`src/rtl/cpu16_mem_pkg.sv`:
```
// Shared widths, defaults and entry layout for the CPU16 data-memory path.
// A buffered store entry is packed as {addr, data}: address in the upper AW bits.
package cpu16_mem_pkg;

    localparam int MEM_AW   = 16;
    localparam int MEM_DW   = 16;
    localparam int SB_DEPTH = 4;
    localparam int ENTRY_W  = MEM_AW + MEM_DW;

    typedef enum logic [1:0] {
        PORT_IDLE  = 2'd0,
        PORT_DRAIN = 2'd1,
        PORT_LOAD  = 2'd2
    } port_op_e;

endpackage

```
`src/rtl/store_buffer_match.sv`:
```
// Youngest-match search over the buffered stores for a load address.
// Scans from the newest entry (tail-1) back towards head; the first valid match wins.
module store_buffer_match #(
    parameter int DEPTH = 4,
    parameter int AW    = 16,
    parameter int DW    = 16
) (
    input  logic [AW+DW-1:0]          entries_i [DEPTH],
    input  logic [DEPTH-1:0]          valid_i,
    input  logic [$clog2(DEPTH)-1:0]  head_i,
    input  logic [$clog2(DEPTH)-1:0]  tail_i,
    input  logic [AW-1:0]             addr_i,
    output logic                      hit_o,
    output logic [DW-1:0]             data_o
);

    localparam int PW = $clog2(DEPTH);

    always_comb begin
        logic [PW-1:0] idx;
        logic          stop;
        hit_o  = 1'b0;
        data_o = '0;
        stop   = 1'b0;
        idx    = '0;
        for (int k = 0; k < DEPTH; k++) begin
            idx = tail_i - PW'(k + 1);
            if (!stop && !hit_o && valid_i[idx] &&
                entries_i[idx][AW+DW-1:DW] == addr_i) begin
                hit_o  = 1'b1;
                data_o = entries_i[idx][DW-1:0];
            end
            // head is the oldest entry; nothing older can be live.
            if (idx == head_i)
                stop = 1'b1;
        end
    end

endmodule

```
`src/rtl/store_buffer.sv`:
```
// Posted-write buffer between the CPU MEM stage and DataMemory: single-cycle store
// accept, background drain one entry per cycle, load forwarding from buffered stores.
module store_buffer
    import cpu16_mem_pkg::*;
#(
    parameter int DEPTH = SB_DEPTH,
    parameter int AW    = MEM_AW,
    parameter int DW    = MEM_DW
) (
    input  logic          Clock,
    input  logic          Reset,
    input  logic          StReq,
    input  logic          LdReq,
    input  logic [AW-1:0] CpuAdresa,
    input  logic [DW-1:0] CpuWriteData,
    output logic [DW-1:0] CpuReadData,
    output logic          CpuReady,
    output logic          Full,
    output logic          Empty,
    output logic [AW-1:0] Adresa,
    output logic [DW-1:0] WriteData,
    output logic          MemWrite,
    output logic          MemRead,
    input  logic [DW-1:0] ReadData
);

    localparam int PW = $clog2(DEPTH);
    localparam int CW = PW + 1;

    logic [AW+DW-1:0] entry_q [DEPTH];
    logic [PW-1:0]    head_q, head_d;
    logic [PW-1:0]    tail_q, tail_d;
    logic [CW-1:0]    count_q, count_d;
    logic [DW-1:0]    rdata_q, rdata_d;

    logic [DEPTH-1:0] valid;
    logic             hit;
    logic [DW-1:0]    hit_data;
    logic             ld_miss;
    logic             ld_svc;
    logic             push;
    logic             pop;
    port_op_e         port_op;

    always_comb begin
        logic [PW-1:0] age;
        age = '0;
        for (int i = 0; i < DEPTH; i++) begin
            age      = PW'(i) - head_q;
            valid[i] = {1'b0, age} < count_q;
        end
    end

    store_buffer_match #(
        .DEPTH (DEPTH),
        .AW    (AW),
        .DW    (DW)
    ) u_match (
        .entries_i (entry_q),
        .valid_i   (valid),
        .head_i    (head_q),
        .tail_i    (tail_q),
        .addr_i    (CpuAdresa),
        .hit_o     (hit),
        .data_o    (hit_data)
    );

    // A presented load that misses reserves the memory port even when a
    // simultaneous store wins the CPU side, so draining pauses until it is served.
    always_comb begin
        ld_miss = Reset && LdReq && !hit;
        ld_svc  = Reset && LdReq && !StReq;
        if (ld_miss)
            port_op = StReq ? PORT_IDLE : PORT_LOAD;
        else if (count_q != '0)
            port_op = PORT_DRAIN;
        else
            port_op = PORT_IDLE;
    end

    always_comb begin
        MemRead   = 1'b0;
        MemWrite  = 1'b0;
        Adresa    = '0;
        WriteData = '0;
        case (port_op)
            PORT_LOAD: begin
                MemRead = 1'b1;
                Adresa  = CpuAdresa;
            end
            PORT_DRAIN: begin
                MemWrite  = 1'b1;
                Adresa    = entry_q[head_q][AW+DW-1:DW];
                WriteData = entry_q[head_q][DW-1:0];
            end
            default: ;
        endcase
    end

    always_comb begin
        pop      = (port_op == PORT_DRAIN);
        push     = Reset && StReq && ((count_q != CW'(DEPTH)) || pop);
        CpuReady = StReq ? push : ld_svc;
        rdata_d  = rdata_q;
        if (ld_svc)
            rdata_d = hit ? hit_data : ReadData;
        CpuReadData = rdata_d;
        head_d   = pop  ? head_q + 1'b1 : head_q;
        tail_d   = push ? tail_q + 1'b1 : tail_q;
        count_d  = count_q + CW'(push) - CW'(pop);
        Full     = (count_q == CW'(DEPTH));
        Empty    = (count_q == '0);
    end

    always_ff @(posedge Clock or negedge Reset) begin
        if (!Reset) begin
            head_q  <= '0;
            tail_q  <= '0;
            count_q <= '0;
            rdata_q <= '0;
        end else begin
            head_q  <= head_d;
            tail_q  <= tail_d;
            count_q <= count_d;
            rdata_q <= rdata_d;
        end
    end

    always_ff @(posedge Clock) begin
        if (push)
            entry_q[tail_q] <= {CpuAdresa, CpuWriteData};
    end

endmodule

```
`config.mk`:
```
export PLATFORM = sky130hd
export DESIGN_NAME = store_buffer
export DESIGN_NICKNAME = d
export VERILOG_FILES = /design/src/rtl/cpu16_mem_pkg.sv /design/src/rtl/store_buffer_match.sv /design/src/rtl/store_buffer.sv
export SDC_FILE = /design/constraint.sdc
export NUM_CORES = 1
export LEC_CHECK = 0
export CORE_ASPECT_RATIO = 2
export CORE_MARGIN = 3
export CORE_UTILIZATION = 64
export CTS_CLUSTER_SIZE = 30
export DETAILED_ROUTE_END_ITERATION = 8
export PLACE_DENSITY = 0.84
export SLEW_MARGIN = 20
export SYNTH_ARGS = -nofsm -noshare
export SYNTH_HDL_FRONTEND = slang
export SYNTH_HIERARCHICAL = 1
export SYNTH_SLANG_ARGS = --single-unit
```
`constraint.sdc`:
```
create_clock -name Clock -period 8.4 [get_ports Clock]
set_input_delay 0.84 -clock Clock [delete_from_list [all_inputs] [get_ports Clock]]
set_output_delay 0.84 -clock Clock [all_outputs]
set_load 0.005 [all_outputs]
```
Word level (Yosys, flattened, before mapping)
Index checks and enable logic that the tools add are counted.
W data, S select, Z words.
{"block": "word_totals", "reg_bits": 151, "in_bits": 52, "output_inout_bits": 53, "wordCells": 123}
{"block": "op_classes", "n_addsub": 11, "order_cmp": 14, "n_eq_ne": 11, "muxes": 47, "n_bitwise": 5, "reduce_logical": 27}
{"op": "$mux W32", "n": 11}
{"op": "$bmux W32 S2", "n": 5}
{"op": "$bwmux W128", "n": 1}
{"op": "$mux W16", "n": 7}
{"op": "$demux W32 S2", "n": 1}
{"op": "$eq A16 B16 Y1", "n": 4}
{"op": "$pmux W16 S2", "n": 1}
{"op": "$logic_and A1 B1 Y1", "n": 16}
{"op": "$ge A3 B3 Y1 const B", "n": 5}
{"op": "$mux W1", "n": 15}
{"op": "$not A2 Y3", "n": 5}
{"op": "$lt A2 B3 Y1", "n": 4}
{"op": "$lt A2 B3 Y1 const B", "n": 4}
{"op": "$bmux W1 S2", "n": 4}
{"op": "$logic_not A1 Y1", "n": 8}
{"op": "$eq A2 B2 Y1", "n": 3}
{"op": "$add A2 B1 Y2 const B", "n": 2}
{"op": "$mux W2", "n": 2}
{"op": "$sub A1 B2 Y2 const A", "n": 2}
{"op": "$sub A2 B2 Y2 const A", "n": 2}
{"op": "$sub A2 B2 Y2 const B", "n": 2}
{"op": "$add A3 B1 Y3", "n": 1}
{"op": "$eq A3 B3 Y1 const B", "n": 1}
{"op": "$logic_not A3 Y1", "n": 1}
{"op": "8 further kinds", "n": 8}

Depth between registers and ports, before layout
{"block": "depth", "depth_word": 31, "mapped_depth": 26, "mapped_depth_nobuf": 19}

Hierarchy
Netlist, hierarchy kept.
{"module": "store_buffer", "instances": 1, "cells_each": 374, "area_per_inst_um2": 6381.1}
{"module": "store_buffer_match", "instances": 1, "cells_each": 556, "area_per_inst_um2": 4882.2}

Worst setup path before layout
Ideal clock, no wire load.
{"block": "synth_path", "path_type": "register to output", "start": "register head_q[1]", "end": "output Adresa[5]", "arrival_time_ns": 4.512, "required_time_ns": 7.560, "path_slack_ns": 3.048, "path_stages_with_launch": 24, "path_buffers": 7, "cell_sequence": "dfrtp_1 clkbuf_1 buf_2 xor2_1 inv_1 ha_1 a21oi_1 or2_2 nand2b_1 o21ai_0 a31oi_1 nor4_1 nand4_1 clkbuf_1 nand4_1 buf_2 buf_2 or2_2 ha_1 or3b_1 buf_6 buf_12 o22ai_2 a21o_1"}
{"block": "synth_between", "elab_chain_cells": 26}
{"item": "from (decl)", "line_no": "store_buffer.sv:31", "rtl": "logic [PW-1:0] head_q, head_d;"}
{"item": "from (signal assigned)", "line_no": "store_buffer.sv:117", "rtl": "head_q <= '0;"}
{"item": "from (signal assigned)", "line_no": "store_buffer.sv:122", "rtl": "head_q <= head_d;"}
{"item": "$sub A2 B2 Y2 (*)", "line_no": "store_buffer.sv:49", "rtl": "age = PW'(i) - head_q;"}
{"item": "$lt A2 B3 Y1 (*)", "line_no": "store_buffer.sv:50", "rtl": "valid[i] = {1'b0, age} < count_q;"}
{"item": "net valid[2]", "line_no": "store_buffer.sv:36", "rtl": "logic [DEPTH-1:0] valid;"}
{"item": "$bmux W1 S2", "line_no": "store_buffer_match.sv:28", "rtl": "if (!stop && !hit_o && valid_i[idx] &&"}
{"item": "$mux W1 (not written as such)", "line_no": "store_buffer_match.sv:28"}
{"item": "$logic_and A1 B1 Y1", "line_no": "store_buffer_match.sv:28"}
{"item": "$mux W1", "line_no": "store_buffer_match.sv:28"}
{"item": "$logic_not A1 Y1", "line_no": "store_buffer_match.sv:28"}
{"item": "[10 not listed]"}
{"item": "$logic_and A1 B1 Y1 (3 in series)", "line_no": "store_buffer_match.sv:28"}
{"item": "$mux W1 (*)", "line_no": "store_buffer_match.sv:28"}
{"item": "net hit", "line_no": "store_buffer.sv:37", "rtl": "logic hit;"}
{"item": "$logic_not A1 Y1 (*)", "line_no": "store_buffer.sv:71", "rtl": "ld_miss = Reset && LdReq && !hit;"}
{"item": "$logic_and A1 B1 Y1 (*)", "line_no": "store_buffer.sv:71"}
{"item": "$mux W2 (*)", "line_no": "store_buffer.sv:73", "rtl": "if (ld_miss)"}
{"item": "$eq A2 B1 Y1 / $eq A2 B2 Y1 (equally long branches)", "line_no": "store_buffer.sv:86", "rtl": "case (port_op)"}
{"item": "$pmux W16 S2 (*)", "line_no": "store_buffer.sv:86"}
{"item": "to (decl)", "line_no": "store_buffer.sv:20", "rtl": "output logic [AW-1:0] Adresa,"}
The timed path passes the listed nets; every way through them passes the cells marked *. The select of a mux whose other input is x is not followed.

Worst setup path after layout
{"block": "layout_path", "start": "register tail_q[1]", "end": "output Adresa[3]"}
{"block": "layout_between", "elab_chain_cells": 28}
{"item": "from (decl)", "line_no": "store_buffer.sv:32", "rtl": "logic [PW-1:0] tail_q, tail_d;"}
{"item": "from (signal assigned)", "line_no": "store_buffer.sv:123", "rtl": "tail_q <= tail_d;"}
{"item": "$sub A2 B1 Y2", "line_no": "store_buffer_match.sv:27", "rtl": "idx = tail_i - PW'(k + 1);"}
{"item": "$not A2 Y3 (not written as such)", "line_no": "store_buffer_match.sv:29", "rtl": "entries_i[idx][AW+DW-1:DW] == addr_i) begin"}
{"item": "$bmux W32 S2", "line_no": "store_buffer_match.sv:29"}
{"item": "$mux W32 (2 in series)"}
{"item": "$eq A16 B16 Y1", "line_no": "store_buffer_match.sv:29"}
{"item": "$logic_and A1 B1 Y1", "line_no": "store_buffer_match.sv:28"}
{"item": "$mux W1", "line_no": "store_buffer_match.sv:28"}
{"item": "$logic_not A1 Y1", "line_no": "store_buffer_match.sv:28"}
{"item": "[10 not listed]"}
{"item": "$logic_and A1 B1 Y1 (3 in series)", "line_no": "store_buffer_match.sv:28"}
{"item": "$mux W1 (*)", "line_no": "store_buffer_match.sv:28"}
{"item": "net hit", "line_no": "store_buffer.sv:37"}
{"item": "$logic_not A1 Y1 (*)", "line_no": "store_buffer.sv:71"}
{"item": "$logic_and A1 B1 Y1 (*)", "line_no": "store_buffer.sv:71"}
{"item": "$mux W2 (*)", "line_no": "store_buffer.sv:73"}
{"item": "$eq A2 B1 Y1 / $eq A2 B2 Y1 (equally long branches)", "line_no": "store_buffer.sv:86"}
{"item": "$pmux W16 S2 (*)", "line_no": "store_buffer.sv:86"}
Marks and branches as above.

==> flow_metrics.py <==
metrics = {
    "status": {
        "status": "finished clean",
    },
    "logic_synthesis": {
        "synth_nets": 994,
        "yosys_warnings": 6,
        "synth_edf_count": 128,
        "synth_top_family_by_area": "multiplexers",
        "yosysSeqAreaShare": 0.392,
        "synth_xor_area_frac": 0.0544,
        "syn_area_per_cell_um2": 12.1,
        "syn_area_um2": 11300,
        "synthArstFlopShare": 0.152,
        "yosys.area_share.simple": 0.0830,
        "yosysUniqueCellTypes": 62,
        "synth-main-ff-cell": "edfxtp_1",
        "synth_mux_area_frac": 0.264,
        "syn_inst": 930,
        "synthAdderAreaFrac": 0.0140,
        "synth_compound_area_frac": 0.134,
        "ys_ff_latch": 151,
    },
    "timing": {
        "setup_viol": 0,
        "fin_crit_ns": 6.99,
        "hold_violations": 0,
        "tns_ns": 0,
        "rsz0062_at_grt": "no",
        "worst_pin_slew_ns": 1.03,
        "relSlewSlack": 0.311,
        "post-route-period-util": 0.832,
        "skew_ns": 0.0133,
        "slew_violations": 0,
        "fmax_ghz": 0.143,
    },
    "setup_path": {
        "reg2reg_depth": 18,
        "crit_path_frequent_cell": "buf_4",
        "endpoint_kind": "output port",
        "r2r-start": "tail_q[1]",
        "worst_path_max_delay_cell": "dfrtp_4",
        "cp-start-kind": "flop",
        "cp.required_ns": 7.56,
        "cpPeakStageDelay_ns": 1.07,
        "timing.rr.end": "entry_q[2]",
        "arrival_ns": 6.15,
        "timing.critical_path.cells": "buf_4 > mux2i_1 > mux2i_1 > xnor2_1 > nand4_1 > nor4_1 > nand4_1 > buf_4 > nand4_1 > buf_4 > nor2_1 > nor2_1 > ha_1 > buf_4 > nand3b_2 > o22ai_1 > a21o_1 > clkdlybuf4s50_1",
        "crit_fanout": 64,
        "rrSetupSlack_ns": 2.14,
        "crit_type": "reg2out",
    },
    "floorplanning": {
        "start_util": 0.652,
        "die_w_um": 99.8,
        "num_io_pins": 105,
        "die-area_um2": 19300,
        "design.core.area_um2": 17300,
        "die_y_um": 194,
        "rows": 68,
    },
    "placement": {
        "portBuffers": 104,
        "gp_congestion": 0.958,
        "hpwl_mm": 20.9,
        "dpl_cell_area_um2": 12200,
    },
    "cts": {
        "cts_tree": "built",
        "cts_max_level": 4,
        "numCtsBuffers": 17,
        "clkSinkCount": 151,
        "clk_latency_ns": 0.43,
        "clkSlewWorstSetupHoldPaths_ns": 0.06,
        "clock_path_buffers": 2,
        "cts_resized": 0,
        "cts_hold_buffers": 0,
        "cts_setup_buffers": 0,
        "root_buffer": "clkbuf_16",
    },
    "min_path": {
        "hp-start": "rdata_q[12]",
        "holdPathEnd": "rdata_q[12]",
        "hold_class": "reg2reg",
        "hold_depth": 2,
    },
    "drt": {
        "routedWlPerCell_um": 25.8,
        "ant_nets": 0,
        "remaining_drc_errors": 0,
        "dr_total_vias": 8570,
        "drt-initial-drc-count": 567,
        "firstDrtPassIters": 5,
        "drt_wl_total_mm": 31.1,
        "vias_per_cell": 7.11,
    },
    "grt": {
        "track_usage": 0.326,
        "first_global_vias": 8760,
        "grt_overflow": 0,
        "grt_max_degree": 150,
        "antenna_found_initial": 1,
        "grt_first_pass_wirelength_mm": 48.0,
    },
    "flow_run": {
        "cap_violations": 0,
    },
    "power": {
        "power_w": 0.00406,
        "ir_worst_vdd_uv": 253,
        "powerDensity_nw_per_um2": 319,
        "leakagePower_nw": 4.68,
    },
    "cells_and_area": {
        "area_growth_pct": 13.0,
        "final_util": 0.737,
        "final_nets": 1045,
        "final_cell_area_um2": 12700,
        "drive_gt1_frac": 0.172,
    },
}
## sequential cells by signal, indices dropped and copies added (netlist names)
name	flops
count_q	3
tail_q	2
head_q	2
rdata_q	16
entry_q	128
## cells in the mapped netlist (4+ instances only)
cell type    n  area (µm²)
or4_1       15         113
o221a_1      5        56.3
buf_1       12        45.0
o221ai_2    10         150
edfxtp_1   128        3840
clkbuf_1    35         131
nor2_1      40         150
nor4_1       4        25.0
mux2i_1    149        1490
a211o_1     15         131
a221oi_1    18         158
dfrtp_1     23         576
nand4_1     27         169
buf_6       12         135
buf_4        5        37.5
o21ai_0     25         125
and2_1      21         131
buf_12       5         100
or2_2        6        37.5
xor2_1      18         158
o22ai_1      8        50.1
buf_2       19        95.1
mux4_2      41         923
ha_1        11         138
o221a_2     10         113
o2111ai_1   15         131
mux4_1       6         158
inv_1       23        86.3
o22ai_2     10         125
a21o_1      16         120
nand2_1     32         120
nor3_1       4        20.0
mux2_2      35         394
o221ai_1     9        78.8
xnor2_1     52         455
a21oi_1     24         120
## through the flow
step / setup slack [ns] / std cells / hold slack, ns
floorplan: 3.05 / 930 / 0.491
global placement: 1.93 / 1172 / 0.469
detailed placement: 1.91 / 1172 / 0.483
CTS: 1.44 / 1204 / 0.498
global route: 0.941 / 1205 / 0.527
finish: 1.41 / 1205 / 0.497
## layout make-up
| type | instances | area, µm² |
|---|---|---|
| Clock buffer | 17 | 425 |
| Antenna cell | 1 | 2.50 |
| Tap cell | 210 | 263 |
| Timing Repair Buffer | 121 | 1190 |
| Fill cell | 1169 | 4550 |
| Clock inverter | 15 | 120 |
| Multi-Input combinational cell | 666 | 6200 |
| Inverter | 24 | 90.1 |
| Sequential cell | 151 | 4430 |
## cell usage in the layout (no fill, tap or decap), drive strengths merged, types with 25 or more instances in the layout
master and count:
o21ai 25, xnor2 52, edfxtp 128, nand4 28, mux4 47, inv 31, nand2 32, clkdlybuf4s50 104
mux2i 149, nor2 40, mux2 36
## cells by family after synthesis
kind of cell,Yosys count
compound gates,184
xor+xnor,70
flops,151
simple gates,168
mux,232
buf+inv,113
fa+ha+maj,12
## worst max path at each step
stage / from / depth (start not counted) / slack [ns] / end
6_report: tail_q[1] / 18 / 1.41 / Adresa[3]
3_5_place_dp: tail_q[1] / 18 / 1.91 / Adresa[3]
3_3_place_gp: tail_q[1] / 18 / 1.93 / Adresa[9]
2_1_floorplan: head_q[1] / 23 / 3.05 / Adresa[5]
4_1_cts: tail_q[1] / 18 / 1.44 / Adresa[3]
5_1_grt: tail_q[1] / 18 / 0.94 / Adresa[3]
## per-layer routing
layer  routed length, µm  GRT usage
met1                9840      0.338
met2               16800      0.575
met3                1710     0.0353
met4                2760      0.265
met5                   0          0
## power by group
group	internal (W)	total [W]	switching (W)	leakage (nW)
Sequential	0.000922	0.00110	0.000183	1.44
Combinational	0.00110	0.00224	0.00114	2.99
Clock	0.000384	0.000709	0.000325	0.257
Total	0.00240	0.00406	0.00165	4.68
## critical path: cells and delay by family (launching register included)
family | cells | cell delay (ns)
adders and majority gates | 1 | 0.17
and+or+nand+nor | 7 | 1.35
AOI/OAI and AO/OA | 2 | 0.52
buffers and inverters | 5 | 1.77
muxes | 2 | 0.50
xor gates and xnor gates | 1 | 0.24
DFF | 1 | 1.07
Note: power is estimated with default switching activity, not from simulation.
